**src/rtl/fb_pkg.sv**
```systemverilog
// Shared definitions for the framebuffer write path: geometry, address
// packing, the write-port payload and the fill-engine state encoding.
package fb_pkg;

    localparam int unsigned FB_COLS = 80;
    localparam int unsigned FB_ROWS = 60;
    localparam int unsigned FB_XW   = 7;
    localparam int unsigned FB_YW   = 6;
    localparam int unsigned FB_AW   = 13;
    localparam int unsigned FB_DW   = 8;

    typedef enum logic {
        IDLE = 1'b0,
        FILL = 1'b1
    } fill_state_t;

    // One framebuffer write-port beat.
    typedef struct packed {
        logic             we;
        logic [FB_AW-1:0] wa;
        logic [FB_DW-1:0] wd;
    } fb_wr_t;

    // Pixel address layout is {y, x}.
    function automatic logic [FB_AW-1:0] fb_addr(input logic [FB_XW-1:0] x,
                                                 input logic [FB_YW-1:0] y);
        return {y, x};
    endfunction

endpackage

```
**src/rtl/rect_scan_counter.sv**
```systemverilog
// Raster x/y counter for the rectangle fill engine.
// Ports: CLK/RST clock and async active-high reset; load captures origin and
// clipped end corner; en advances one pixel (x fastest); x/y current pixel;
// last_c is high while the current pixel is the bottom-right corner.
import fb_pkg::*;

module rect_scan_counter (
    input  logic             CLK,
    input  logic             RST,
    input  logic             load,
    input  logic             en,
    input  logic [FB_XW-1:0] x0,
    input  logic [FB_YW-1:0] y0,
    input  logic [FB_XW-1:0] x_end,
    input  logic [FB_YW-1:0] y_end,
    output logic [FB_XW-1:0] x,
    output logic [FB_YW-1:0] y,
    output logic             last_c
);

    logic [FB_XW-1:0] x0_q;
    logic [FB_XW-1:0] x_end_q;
    logic [FB_YW-1:0] y_end_q;

    // Bounds are captured at load so later parameter changes cannot disturb a running fill.
    always_ff @(posedge CLK or posedge RST) begin
        if (RST) begin
            x       <= '0;
            y       <= '0;
            x0_q    <= '0;
            x_end_q <= '0;
            y_end_q <= '0;
        end else if (load) begin
            x       <= x0;
            y       <= y0;
            x0_q    <= x0;
            x_end_q <= x_end;
            y_end_q <= y_end;
        end else if (en) begin
            if (x == x_end_q) begin
                x <= x0_q;
                y <= y + FB_YW'(1);
            end else begin
                x <= x + FB_XW'(1);
            end
        end
    end

    assign last_c = (x == x_end_q) && (y == y_end_q);

endmodule

```
**src/rtl/fb_fill_arbiter.sv**
```systemverilog
// Framebuffer write-port owner: merges CPU MMIO pixel writes with a
// rectangle-fill engine, CPU having fixed priority.
// Ports: CLK/RST; CPU_WE/WA/WD single-pixel CPU write; FILL_START with
// FILL_X0/Y0/W/H/COLOR rectangle request; FB_WE/WA/WD registered framebuffer
// write port; FILL_BUSY fill in progress; FILL_DONE one-cycle completion pulse.
import fb_pkg::*;

module fb_fill_arbiter #(
    parameter int unsigned COLS = FB_COLS,
    parameter int unsigned ROWS = FB_ROWS
) (
    input  logic             CLK,
    input  logic             RST,
    input  logic             CPU_WE,
    input  logic [FB_AW-1:0] CPU_WA,
    input  logic [FB_DW-1:0] CPU_WD,
    input  logic             FILL_START,
    input  logic [FB_XW-1:0] FILL_X0,
    input  logic [FB_YW-1:0] FILL_Y0,
    input  logic [FB_XW-1:0] FILL_W,
    input  logic [FB_YW-1:0] FILL_H,
    input  logic [FB_DW-1:0] FILL_COLOR,
    output logic             FB_WE,
    output logic [FB_AW-1:0] FB_WA,
    output logic [FB_DW-1:0] FB_WD,
    output logic             FILL_BUSY,
    output logic             FILL_DONE
);

    localparam logic [FB_XW:0] X_LAST = (FB_XW+1)'(COLS - 1);
    localparam logic [FB_YW:0] Y_LAST = (FB_YW+1)'(ROWS - 1);

    fill_state_t      state_q, state_d;
    fb_wr_t           wr_q, wr_d;
    logic             busy_q, busy_d;
    logic             done_q, done_d;
    logic [FB_DW-1:0] color_q;

    logic [FB_XW:0]   x_sum_c;
    logic [FB_YW:0]   y_sum_c;
    logic [FB_XW-1:0] x_end_c;
    logic [FB_YW-1:0] y_end_c;
    logic             empty_c;
    logic             load_c;
    logic             step_c;
    logic             last_c;
    logic [FB_XW-1:0] scan_x;
    logic [FB_YW-1:0] scan_y;

    // Clipped end corner and empty-rectangle detection for a new request.
    always_comb begin
        x_sum_c = {1'b0, FILL_X0} + {1'b0, FILL_W} - (FB_XW+1)'(1);
        y_sum_c = {1'b0, FILL_Y0} + {1'b0, FILL_H} - (FB_YW+1)'(1);
        x_end_c = (x_sum_c > X_LAST) ? X_LAST[FB_XW-1:0] : x_sum_c[FB_XW-1:0];
        y_end_c = (y_sum_c > Y_LAST) ? Y_LAST[FB_YW-1:0] : y_sum_c[FB_YW-1:0];
        empty_c = (FILL_W == FB_XW'(0)) || (FILL_H == FB_YW'(0)) ||
                  ({1'b0, FILL_X0} > X_LAST) || ({1'b0, FILL_Y0} > Y_LAST);
    end

    rect_scan_counter u_scan (
        .CLK    (CLK),
        .RST    (RST),
        .load   (load_c),
        .en     (step_c),
        .x0     (FILL_X0),
        .y0     (FILL_Y0),
        .x_end  (x_end_c),
        .y_end  (y_end_c),
        .x      (scan_x),
        .y      (scan_y),
        .last_c (last_c)
    );

    // State and registered outputs.
    always_ff @(posedge CLK or posedge RST) begin
        if (RST) begin
            state_q <= IDLE;
            wr_q    <= '0;
            busy_q  <= 1'b0;
            done_q  <= 1'b0;
            color_q <= '0;
        end else begin
            state_q <= state_d;
            wr_q    <= wr_d;
            busy_q  <= busy_d;
            done_q  <= done_d;
            if (load_c) begin
                color_q <= FILL_COLOR;
            end
        end
    end

    // Next state, arbitration mux and counter control; a CPU write stalls the scan.
    always_comb begin
        state_d  = state_q;
        wr_d     = wr_q;
        wr_d.we  = 1'b0;
        busy_d   = busy_q;
        done_d   = 1'b0;
        load_c   = 1'b0;
        step_c   = 1'b0;

        if (CPU_WE) begin
            wr_d.we = 1'b1;
            wr_d.wa = CPU_WA;
            wr_d.wd = CPU_WD;
        end

        case (state_q)
            IDLE: begin
                busy_d = 1'b0;
                if (FILL_START) begin
                    if (empty_c) begin
                        done_d = 1'b1;
                    end else begin
                        load_c  = 1'b1;
                        busy_d  = 1'b1;
                        state_d = FILL;
                    end
                end
            end
            FILL: begin
                busy_d = 1'b1;
                if (!CPU_WE) begin
                    wr_d.we = 1'b1;
                    wr_d.wa = fb_addr(scan_x, scan_y);
                    wr_d.wd = color_q;
                    step_c  = 1'b1;
                    if (last_c) begin
                        busy_d  = 1'b0;
                        done_d  = 1'b1;
                        state_d = IDLE;
                    end
                end
            end
            default: state_d = IDLE;
        endcase
    end

    assign FB_WE     = wr_q.we;
    assign FB_WA     = wr_q.wa;
    assign FB_WD     = wr_q.wd;
    assign FILL_BUSY = busy_q;
    assign FILL_DONE = done_q;

endmodule

```
**config.mk**
```make
export PLATFORM = sky130hd
export DESIGN_NAME = fb_fill_arbiter
export DESIGN_NICKNAME = d
export VERILOG_FILES = /design/src/rtl/fb_pkg.sv /design/src/rtl/rect_scan_counter.sv /design/src/rtl/fb_fill_arbiter.sv
export SDC_FILE = /design/constraint.sdc
export NUM_CORES = 1
export LEC_CHECK = 0
export CAP_MARGIN = 30
export CORE_UTILIZATION = 40
export CTS_CLUSTER_DIAMETER = 30
export DETAILED_ROUTE_END_ITERATION = 7
export PLACE_DENSITY = 0.63
export SYNTH_ARGS = -nofsm -noshare
export SYNTH_HDL_FRONTEND = slang
export SYNTH_SLANG_ARGS = --single-unit
```
**constraint.sdc**
```tcl
create_clock -name CLK -period 4.1 [get_ports CLK]
set_input_delay 0.82 -clock CLK [delete_from_list [all_inputs] [get_ports CLK]]
set_output_delay 0.82 -clock CLK [all_outputs]
set_load 0.1 [all_outputs]
```
Word-level counts from Yosys, hierarchy flattened --
Cells that the tools add are included.
Operators by class: $add $sub $neg 6, order comparisons 4, eq/ne operators 2, mux-type cells 24, bitwise gates (word level) 1, reduce and logical (&&, ||, !) cells 9
Operators by type and width (number):
- 22-bit 2-to-1 mux | 3
- 7-bit 2-to-1 mux | 4
- 6-bit 2-to-1 mux | 4
- 1-bit 2-to-1 mux | 11
- 7-bit by 7-bit adder with 8-bit output | 1
- 8-bit by 7-bit > comparator with 1-bit output (second input constant) | 1
- 8-bit by 1-bit subtractor with 8-bit output (second input constant) | 1
- 6-bit by 6-bit adder with 7-bit output | 1
- 7-bit by 1-bit adder with 7-bit output (second input constant) | 1
- 7-bit == test | 1
- 7-bit by 6-bit > comparator with 1-bit output (second input constant) | 1
- 7-bit > comparator (second input constant) | 1
- 7-bit zero test | 1
- 7-bit by 1-bit subtractor with 7-bit output (second input constant) | 1
- 6-bit by 1-bit adder with 6-bit output (second input constant) | 1
- 6-bit == test | 1
- 6-bit > comparator (second input constant) | 1
- 6-bit zero test | 1
- 1-bit case mux with 2 select lines | 2
- 2-bit nonzero test | 2
- 1-bit logical OR | 3
- 2-bit AND reduction | 1
- 1-bit logical AND | 1
- 1-bit NOT | 1
Word-level totals: register bits 65, input port bits 59, output and inout port bits 24, logic and storage cells 57

Depth between registers and ports, before layout --
Gate-level depths: netlist of the first run.
word-level depth 9, mapped depth 11, depth with buffers taken out 11

Hierarchy --
A second synthesis of the first run with hierarchy kept.
Unflattened totals: cells, all modules 423, area, all modules 4124.0 µm²
Modules (own cells, without submodules):
- fb_fill_arbiter | instances 1, cells an instance 267, area each 2403.6 µm², seq. area each 800.8 µm²
- rect_scan_counter | instances 1, cells an instance 156, area each 1720.4 µm², seq. area each 825.8 µm²

Least setup slack after synthesis of the first run --
Ideal clock, no wire load.
path kind input -> register, from in FILL_X0[1], to reg u_scan.x_end_q[6], setup time 0.125 ns, data arrival time 2.934 ns, data required time 3.975 ns, slack 1.042 ns, stages 10, path buffers 0, cell sequence inv_1 ha_1 inv_1 ha_1 fa_1 a211oi_1 or4b_2 o2111ai_1 or2_2 mux2_2
Between the ends: longest elaborated chain between the ends 6, elaborated cells on any way between the ends 10, those cells by class 2 x add/sub; 2 x order compare; 4 x mux; 2 x reduce/logical
RTL lines:
- from (decl) | RTL line fb_fill_arbiter.sv:18 | input logic [FB_XW-1:0] FILL_X0,
- parallel branches: the longest is 6 deep, another holds 7-bit by 7-bit adder with 8-bit output
- to (signal assigned) | RTL line rect_scan_counter.sv:37 | x_end_q <= x_end;
- to (decl) | RTL line rect_scan_counter.sv:22 | logic [FB_XW-1:0] x_end_q;
Parallel ways; which one is timed is not known. A chain may end at the register's enable or synchronous reset.

Final worst setup path of the first run --
from in FILL_W[1], to reg u_scan.x_end_q[6]
Between the ends: longest elaborated chain between the ends 7, elaborated cells on any way between the ends 11, those cells by class 2 x add/sub; 1 x order compare; 4 x mux; 4 x reduce/logical
RTL lines:
- from (decl) | RTL line fb_fill_arbiter.sv:20 | input logic [FB_XW-1:0] FILL_W,
- parallel branches: the longest is 7 deep, another holds 7-bit by 7-bit adder with 8-bit output
Parallel ways; which one is timed is not known.

==> results by group, run 1 <==
Yosys
  – Portion of netlist area occupied by mux cells: 0.0758
  – Average size of a mapped cell: 9.18 µm²
  – Yosys reg bits: 65
  – Sequential cell area fraction in the yosys report: 0.406
  – Post-synth EDFFs: 0
  – Main synth FF type: dfrtp_1
  – Compound-gate portion of the synthesized area: 0.124
  – Post-Synthesis Cells: 437
  – Synth Warn #: 0
  – Ys async rst share: 1.00
  – Yosys cell types: 53
  – Synthesized area: 4010 µm²
  – Share of synthesized cell area in and, or, nand and nor gates: 0.176
  – Post-Syn Nets: 524
  – XOR/XNOR Fraction of Synth Area: 0.0562
  – Area share of fa/ha/maj cells after synthesis: 0.0911
  – Largest family of logic cells by synthesized area: simple AND/OR/NAND/NOR gates

Clocking
  – Root buf cell: clkbuf_8
  – Setup repair bufs after CTS: 0
  – Sink Count: 65
  – TritonCTS clock tree: built
  – Cts repair resizes: 0
  – Clk slew on worst S/H paths: 60 ps
  – Cts bufs inserted: 9
  – # hold bufs at CTS: 0
  – CTS max path bufs: 2
  – Htree depth: 3
  – Clock latency at the later pin of the worst-skew pair: 330 ps

Critical path
  – Crit path largest cell delay: 490 ps
  – CP startpoint kind: input port
  – Crit path cell chain: clkdlybuf4s50_1, inv_1, ha_1, inv_1, ha_1, fa_1, a211oi_1, or4b_2, o2111ai_1, or2_2, mux2_2
  – Worst EP required: 4310 ps
  – Crit path arrival time: 3660 ps
  – Crit Path Category: input port to flop
  – Worst Path Max Fanout: 5
  – Worst R2R Setup Slack: 1320 ps
  – Reg2reg end: u_scan.y[5]
  – R2R Path Start: FILL_BUSY
  – Reg2Reg Depth: 6
  – Slowest CP cell: clkdlybuf4s50_1
  – CP Capture Type: flop

Global routing
  – First-pass GRT wire length: 14,900 µm
  – Tot GR Track Use: 0.184
  – Grt ovf: 0
  – Number of global-route vias before repair: 3,202
  – Initial antenna violation count: 0
  – Largest net degree at the start of global routing: 45

Detailed routing
  – Met2 Wirelength: 4140 µm
  – DR WL met3: 450 µm
  – Detailed Route WL: 9130 µm
  – DRT iter0 DRCs: 105
  – First-pass detailed-route iteration total: 4
  – Routed Antenna Nets: 0
  – Top Metal Used: met4
  – DR vias: 3,246
  – Vias per inst: 4.96
  – WL per Instance: 13.9 µm
  – DRC: 0
  – Wl on met1: 4460 µm

Min path
  – Hold Crit Start: color_q[0]
  – Hold path cells: 2
  – Worst Hold Class: flop to flop
  – Hold Path End: color_q[0]

Timing
  – Worst relative slew slack: 0.333
  – Tcrit/Tclk final: 0.841
  – Final setup vio count: 0
  – WHS: 477 ps
  – Fin Clk Skew: 6.83 ps
  – FMAX: 290 MHz
  – Fin crit period: 3450 ps
  – Hold Vio Cnt, Final: 0
  – Unrepaired setup endpoints after global routing: no
  – Final setup TNS: 0 ps
  – Final Max Slew Viols: 0
  – Final worst setup slack: 652 ps
  – Worst-Margin Slew: 998 ps

Layout
  – Non-Filler Cell Area, Final: 5170 µm²
  – Commonest cells after routing, fill and taps aside: clkdlybuf4s50_1 (81), nand2_1 (76), dfrtp_1 (65)
  – Nets@finish: 605
  – Number of diodes: 0
  – Share of layout cells above drive strength 1: 0.0709
  – Syn-to-layout area delta: 28.8%
  – Post-layout util: 0.531
  – Most common cell after layout, fill and taps aside: clkdlybuf4s50_1

Floorplanning
  – Die width: 102 µm
  – Boundary Pins: 83
  – FP Rows: 36
  – Die area: 10,400 µm²
  – Placeable Area: 9730 µm²
  – Starting density of the core: 0.412
  – DIE HEIGHT: 102 µm

Power and ir drop
  – Max IR drop VDD: 206 µV
  – Leak: 2.46 nW
  – PD cells: 575 nW/µm²

Place
  – Placed Instance Area: 4960 µm²
  – Gpl congestion: 0.812
  – Port bufs: 82
  – HPWL after DPL: 6900 µm
  – Pre-CTS setup slack: 312 ps

Flow run
  – Maxcap violations: 0

Run status
  – Status: finished clean
## area by class of cell
type	instances	area (µm²)
Fill cell	943	4560
Inverter	52	195
Timing Repair Buffer	88	863
Multi-Input combinational cell	302	2100
Clock inverter	3	65.1
Clock buffer	12	145
Tap cell	133	166
Sequential cell	65	1630
## power breakdown
group | total [mW] | switching (mW) | internal (mW) | leakage, nW
Clock | 0.583 | 0.227 | 0.355 | 0.106
Sequential | 1.07 | 0.217 | 0.856 | 0.782
Combinational | 1.31 | 0.805 | 0.508 | 1.57
## stage by stage
stage	total power [mW]	std cells
after floorplan	2.06	437
after global placement	2.37	640
after detailed placement	2.40	640
after CTS	3.00	655
after global routing	3.16	655
final	2.97	655
## how the worst max path moves through the flow
stage	slack, ps	start	endpoint	cells past startpoint
3_3_place_gp	380	FILL_W[1]	u_scan.x_end_q[6]	11
3_5_place_dp	310	FILL_W[1]	u_scan.x_end_q[6]	11
2_1_floorplan	1040	FILL_X0[1]	u_scan.x_end_q[6]	10
6_report	650	FILL_W[1]	u_scan.x_end_q[6]	11
5_1_grt	500	FILL_X0[1]	u_scan.x_end_q[6]	11
4_1_cts	660	FILL_X0[1]	u_scan.x_end_q[6]	11
## cell usage after synthesis, types with 3 or more instances
library cell / count / share of area
nand2_1: 76 / 0.071
dfrtp_1: 65 / 0.41
inv_1: 52 / 0.049
o21ai_0: 36 / 0.045
mux2i_1: 27 / 0.067
ha_1: 26 / 0.081
nor2_1: 21 / 0.020
xnor2_1: 16 / 0.035
nand3_1: 14 / 0.017
o211ai_1: 10 / 0.019
clkbuf_1: 8 / 0.0075
xor2_1: 6 / 0.013
buf_2: 5 / 0.0062
a221o_1: 4 / 0.010
a31oi_1: 4 / 0.0062
nor4_1: 4 / 0.0062
a211oi_1: 3 / 0.0056
a21oi_1: 3 / 0.0037
a22o_1: 3 / 0.0066
and3_1: 3 / 0.0047
mux2_2: 3 / 0.0084
nand2b_1: 3 / 0.0047
## kinds of logic (layout without fill, tap and decap cells)
group | after synthesis | count (layout)
and+or+nand+nor | 144 | 144
AOI/OAI and AO/OA | 76 | 76
buffers and inverters | 70 | 155
DFF | 65 | 65
muxes | 30 | 30
adders and majority gates | 28 | 28
xor gates and xnor gates | 24 | 24
## critical path: cells and delay by family
family / cells / cell delay [ps]
adders and majority gates: 3 / 890
buffers and inverters: 3 / 580
and+or+nand+nor: 2 / 560
AOI/OAI and AO/OA: 2 / 530
muxes: 1 / 260
## registers in the layout, summed over array words and instances, names as in the netlist
signal	cells
u_scan.x0_q	7
u_scan.y_end_q	6
FB_WD	8
color_q	8
u_scan.y	6
u_scan.x_end_q	7
FILL_BUSY	1
u_scan.x	7
FB_WE	1
FB_WA	13
FILL_DONE	1
## routing by layer
metal / vias to the layer above / GRT usage
li1: 1645 / -
met2: 70 / 0.304
met3: 6 / 0.0376
met1: 1525 / 0.244
met5: - / 0
met4: 0 / 0.0538
No activity file was read; power rests on OpenSTA's default activity.
==> run 2: changes to the inputs <==
--- a/config.mk
+++ b/config.mk
@@ -9,7 +9,7 @@
 export CORE_UTILIZATION = 40
 export CTS_CLUSTER_DIAMETER = 30
 export DETAILED_ROUTE_END_ITERATION = 7
-export PLACE_DENSITY = 0.63
+export PLACE_DENSITY = 0.65
 export SYNTH_ARGS = -nofsm -noshare
 export SYNTH_HDL_FRONTEND = slang
 export SYNTH_SLANG_ARGS = --single-unit
==> constraint.sdc (replaced) <==
create_clock -name CLK -period 2.8 [get_ports CLK]
set_input_delay 0.56 -clock CLK [delete_from_list [all_inputs] [get_ports CLK]]
set_output_delay 0.56 -clock CLK [all_outputs]
set_load 0.1 [all_outputs]
==> results by group, run 2 (same netlist as run 1, synthesis figures left out) <==
Run status
  – Status: finished clean

Place
  – Placed instance count: 686
  – Port bufs: 82
  – Pre-CTS setup slack: -604 ps
  – HPWL after DPL: 7450 µm
  – Gpl congestion: 0.814

Global routing
  – Tot GR Track Use: 0.202
  – First-pass GRT wire length: 16,300 µm
  – Initial antenna violation count: 0
  – Number of global-route vias before repair: 3,604
  – Grt ovf: 0
  – Largest net degree at the start of global routing: 44

Layout
  – Commonest cells after routing, fill and taps aside: nand2_1 (76), buf_4 (75), dfrtp_1 (65)
  – Most common cell after layout, fill and taps aside: nand2_1
  – Number of diodes: 0
  – Fin cells: 705
  – Fillers: 907
  – Syn-to-layout area delta: 41.0%
  – Max FFs per register: 13
  – Nets@finish: 654
  – Share of layout cells above drive strength 1: 0.226

Floorplanning
  – Starting density of the core: 0.412
  – DIE HEIGHT: 102 µm
  – FP Rows: 36
  – Die width: 102 µm
  – Die area: 10,400 µm²
  – Boundary Pins: 83
  – Placeable Area: 9730 µm²

Detailed routing
  – DR vias: 3,499
  – First-pass detailed-route iteration total: 4
  – Routed Antenna Nets: 0
  – DRT iter0 DRCs: 120
  – Detailed Route WL: 9790 µm
  – Vias per inst: 4.96
  – WL per Instance: 13.9 µm
  – DRC: 0

Clocking
  – Htree depth: 3
  – Root buf cell: clkbuf_8
  – Clock latency at the later pin of the worst-skew pair: 350 ps
  – TritonCTS clock tree: built
  – Sink Count: 65
  – Cts bufs inserted: 9
  – Clk slew on worst S/H paths: 70 ps
  – CTS max path bufs: 2

Critical path
  – CP startpoint kind: input port
  – Worst EP required: 3040 ps
  – CP Capture Type: flop
  – Crit Path Category: input port to flop
  – Crit path largest cell delay: 470 ps
  – Slowest CP cell: clkdlybuf4s50_1
  – Crit path arrival time: 2930 ps
  – Worst Path Max Fanout: 3
  – Largest delay share family, worst path: buffers and inverters
  – Crit path cell chain: clkdlybuf4s50_1, inv_1, ha_1, inv_1, ha_1, a211oi_2, buf_4, o211ai_1, o2111ai_4, buf_6, or3_1, o22a_1
  – Buf+Inv Stages, Crit Path: 5

Power and ir drop
  – Leak: 2.85 nW
  – PD cells: 798 nW/µm²
  – Final Power: 4.51 mW
  – Max IR drop VDD: 344 µV

Flow run
  – Maxcap violations: 0

Timing
  – Final worst setup slack: 114 ps
  – Worst relative slew slack: 0.425
  – Fin crit period: 2690 ps
  – Fin Clk Skew: 9.15 ps
  – Final setup TNS: 0 ps
  – Hold Vio Cnt, Final: 0
  – Unrepaired setup endpoints after global routing: no
  – FMAX: 372 MHz
  – Tcrit/Tclk final: 0.959
  – Final Max Slew Viols: 0
  – Final setup vio count: 0
  – Worst-Margin Slew: 851 ps

Min path
  – Worst Hold Class: flop to flop
-- run 2: area by class of cell --
type	instances	area [µm²]	area share
tap	133	166	0.0294
multi-input combinational	302	2230	0.395
inverter	52	195	0.0345
sequential	65	1630	0.288
timing repair buffer	137	1230	0.217
clock buffer	14	173	0.0305
clock inverter	2	35.0	0.00619
-- run 2: worst register-to-register path: stages, from the launching register on --
cell	delay (ps)
dfrtp_1	480
xnor2_1	380
nand3_2	160
or2_1	400
or3_4	440
a21o_1	180
-- run 2: power by group --
part	switching [mW]	internal (mW)	total, mW
registers	0.317	1.25	1.57
clock network	0.351	0.484	0.835
logic	1.24	0.865	2.11
-- run 2: routing by layer --
metal  global-route usage  part of all wire
met5                    0                 0
met4               0.0736             0.013
met3               0.0410             0.055
met2                0.350              0.49
met1                0.249              0.44
-- run 2: final timing paths --
kind / cells past startpoint / slack, ps / start / end
max: 12 / 110 / FILL_X0[4] / u_scan.x_end_q[1]
min: 2 / 480 / u_scan.x0_q[4] / u_scan.x0_q[4]
max reg2reg: 5 / 660 / u_scan.x[1] / FILL_BUSY
min reg2reg: 2 / 480 / u_scan.x0_q[4] / u_scan.x0_q[4]
max in group asynchronous: 3 / 1480 / RST / FILL_DONE
min in group asynchronous: 2 / 570 / RST / FB_WA[11]
-- run 2: through the flow --
step / hold WS, ps / cell area, µm² / utilization
global route: 497 / 5660 / 0.581
detailed placement: 459 / 5270 / 0.542
finish: 476 / 5660 / 0.581
global placement: 458 / 5270 / 0.542
floorplan: 441 / 4010 / -
CTS: 477 / 5550 / 0.570
-- run 2: what timing repair did --
| action | 4_1_cts | 5_1_grt |
|---|---|---|
| gates resized for setup | 17 | 23 |
| setup endpoints to repair | 9 | 9 |
| hold buffers | 0 | 0 |
| pin swaps | 7 | 14 |
| buffers inserted | 1 | 2 |
==> run 3: changes to the inputs <==
--- a/config.mk
+++ b/config.mk
@@ -9,7 +9,7 @@
 export CORE_UTILIZATION = 40
 export CTS_CLUSTER_DIAMETER = 30
 export DETAILED_ROUTE_END_ITERATION = 7
-export PLACE_DENSITY = 0.65
+export PLACE_DENSITY = 0.63
 export SYNTH_ARGS = -nofsm -noshare
 export SYNTH_HDL_FRONTEND = slang
 export SYNTH_SLANG_ARGS = --single-unit
==> constraint.sdc (replaced) <==
create_clock -name CLK -period 2.7 [get_ports CLK]
set_input_delay 0.54 -clock CLK [delete_from_list [all_inputs] [get_ports CLK]]
set_output_delay 0.54 -clock CLK [all_outputs]
set_load 0.1 [all_outputs]
==> results by group, run 3 (same netlist as run 1, synthesis figures left out) <==
Floorplanning
  – Die area: 10,400 µm²
  – Die width: 102 µm
  – Boundary Pins: 83
  – FP Rows: 36
  – Starting density of the core: 0.412
  – Placeable Area: 9730 µm²
  – DIE HEIGHT: 102 µm

Global routing
  – First-pass GRT wire length: 16,200 µm
  – Tot GR Track Use: 0.199
  – Grt ovf: 0
  – Number of global-route vias before repair: 3,514
  – Initial antenna violation count: 0
  – Largest net degree at the start of global routing: 66

Critical path
  – Setup crit start: FILL_H[1]
  – Worst Path Max Fanout: 3
  – Worst R2R Setup Slack: 550 ps
  – Critical Path Most Common Cell: inv_1
  – Buf+Inv Stages, Crit Path: 4
  – Worst EP required: 2930 ps
  – CP Capture Type: flop
  – Slowest CP cell: o41a_1
  – Crit path arrival time: 2860 ps
  – Largest delay share family, worst path: adder cells
  – R2R Path Start: u_scan.x[1]
  – Crit path largest cell delay: 460 ps
  – Reg2Reg Depth: 5
  – Worst Setup EP: u_scan.y_end_q[2]
  – Stages on worst setup path: 12
  – Crit path cell chain: dlygate4sd2_1, inv_1, ha_1, inv_1, ha_2, inv_2, fa_2, nand2b_4, a21oi_2, xnor2_1, o41a_1, a22o_1
  – CP startpoint kind: input port
  – Crit Path Category: input port to flop
  – Reg2reg end: FILL_BUSY

Timing
  – Tcrit/Tclk final: 0.974
  – Worst-Margin Slew: 481 ps
  – Final setup vio count: 0
  – Hold Vio Cnt, Final: 0
  – Final setup TNS: 0 ps
  – FMAX: 380 MHz
  – Fin crit period: 2630 ps
  – Fin Clk Skew: 12.5 ps
  – Worst relative slew slack: 0.675
  – Final Max Slew Viols: 0

Power and ir drop
  – PD cells: 832 nW/µm²
  – Leak: 2.82 nW
  – Max IR drop VDD: 327 µV

Detailed routing
  – WL per Instance: 13.9 µm
  – First-pass detailed-route iteration total: 4
  – Routed Antenna Nets: 0
  – DRC: 0
  – Detailed Route WL: 9850 µm
  – DRT iter0 DRCs: 96
  – DR vias: 3,447
  – Vias per inst: 4.87

Layout
  – Max FFs per register: 13
  – Most common cell after layout, fill and taps aside: buf_4
  – Nets@finish: 657
  – Number of diodes: 0
  – Syn-to-layout area delta: 40.7%
  – Share of layout cells above drive strength 1: 0.233
  – Fillers: 911
  – Fin cells: 708
  – Commonest cells after routing, fill and taps aside: buf_4 (79), nand2_1 (76), dfrtp_1 (65)

Place
  – Placed instance count: 689
  – Gpl congestion: 0.829
  – Port bufs: 82
  – HPWL after DPL: 7360 µm

Clocking
  – # hold bufs at CTS: 0
  – Clock latency at the later pin of the worst-skew pair: 340 ps
  – TritonCTS clock tree: built
  – Cts bufs inserted: 9
  – Htree depth: 3
  – CTS max path bufs: 2
  – Sink Count: 65
  – Root buf cell: clkbuf_8
  – Clk slew on worst S/H paths: 70 ps

Run status
  – Status: finished clean

Flow run
  – Maxcap violations: 0

Min path
  – Worst Hold Class: flop to flop
-- run 3: worst min path at each step --
stage                         from        endpoint  slack, ps  cells past startpoint
global placement    u_scan.x0_q[4]  u_scan.x0_q[4]        460                      2
floorplan           u_scan.x0_q[0]  u_scan.x0_q[0]        440                      2
CTS                 u_scan.x0_q[5]  u_scan.x0_q[5]        480                      2
finish              u_scan.x0_q[3]  u_scan.x0_q[3]        480                      2
detailed placement  u_scan.x0_q[3]  u_scan.x0_q[3]        460                      2
global route            color_q[1]      color_q[1]        500                      2
-- run 3: metrics by stage --
stage	utilization	hold WS (ps)	cell area [µm²]	setup slack [ps]	power [mW]
floorplan	-	441	4020	13.2	3.14
global placement	0.546	457	5310	-539	3.73
detailed placement	0.546	463	5310	-566	3.78
CTS	0.575	481	5590	20.3	4.71
global route	0.580	503	5640	-2.18	4.99
finish	0.580	479	5640	71.1	4.69
-- run 3: power by group --
| part | internal, mW | switching, mW | total [mW] |
|---|---|---|---|
| combinational | 0.907 | 1.28 | 2.19 |
| clock | 0.500 | 0.378 | 0.879 |
| sequential | 1.30 | 0.323 | 1.62 |
| total | 2.71 | 1.99 | 4.69 |
-- run 3: layout make-up --
| cell class | count | area [µm²] | share of cell area |
|---|---|---|---|
| clock buffer | 12 | 165 | 0.0293 |
| clock inverter | 4 | 50.0 | 0.00887 |
| inverter | 52 | 195 | 0.0346 |
| multi-input combinational | 302 | 2200 | 0.390 |
| sequential | 65 | 1630 | 0.288 |
| tap | 133 | 166 | 0.0295 |
| timing repair buffer | 140 | 1240 | 0.219 |
-- run 3: metal layers --
metal  vias up  wire, µm  track usage
li1       1752         -            -
met4         0       123       0.0703
met2        85      4670        0.338
met1      1594      4610        0.260
met5         -         0            0
met3        16       436       0.0274
-- run 3: worst register-to-register path: stages (launching register included) --
cell,delay (ps)
dfrtp_1,470
xnor2_1,380
nand3_2,160
or2_1,390
or3_4,450
a21o_1,190
-- run 3: timing repair --
item	CTS	global route
resized for setup	19	17
buffers inserted	3	0
endpoints found under the setup margin	10	13
pin swaps	10	9
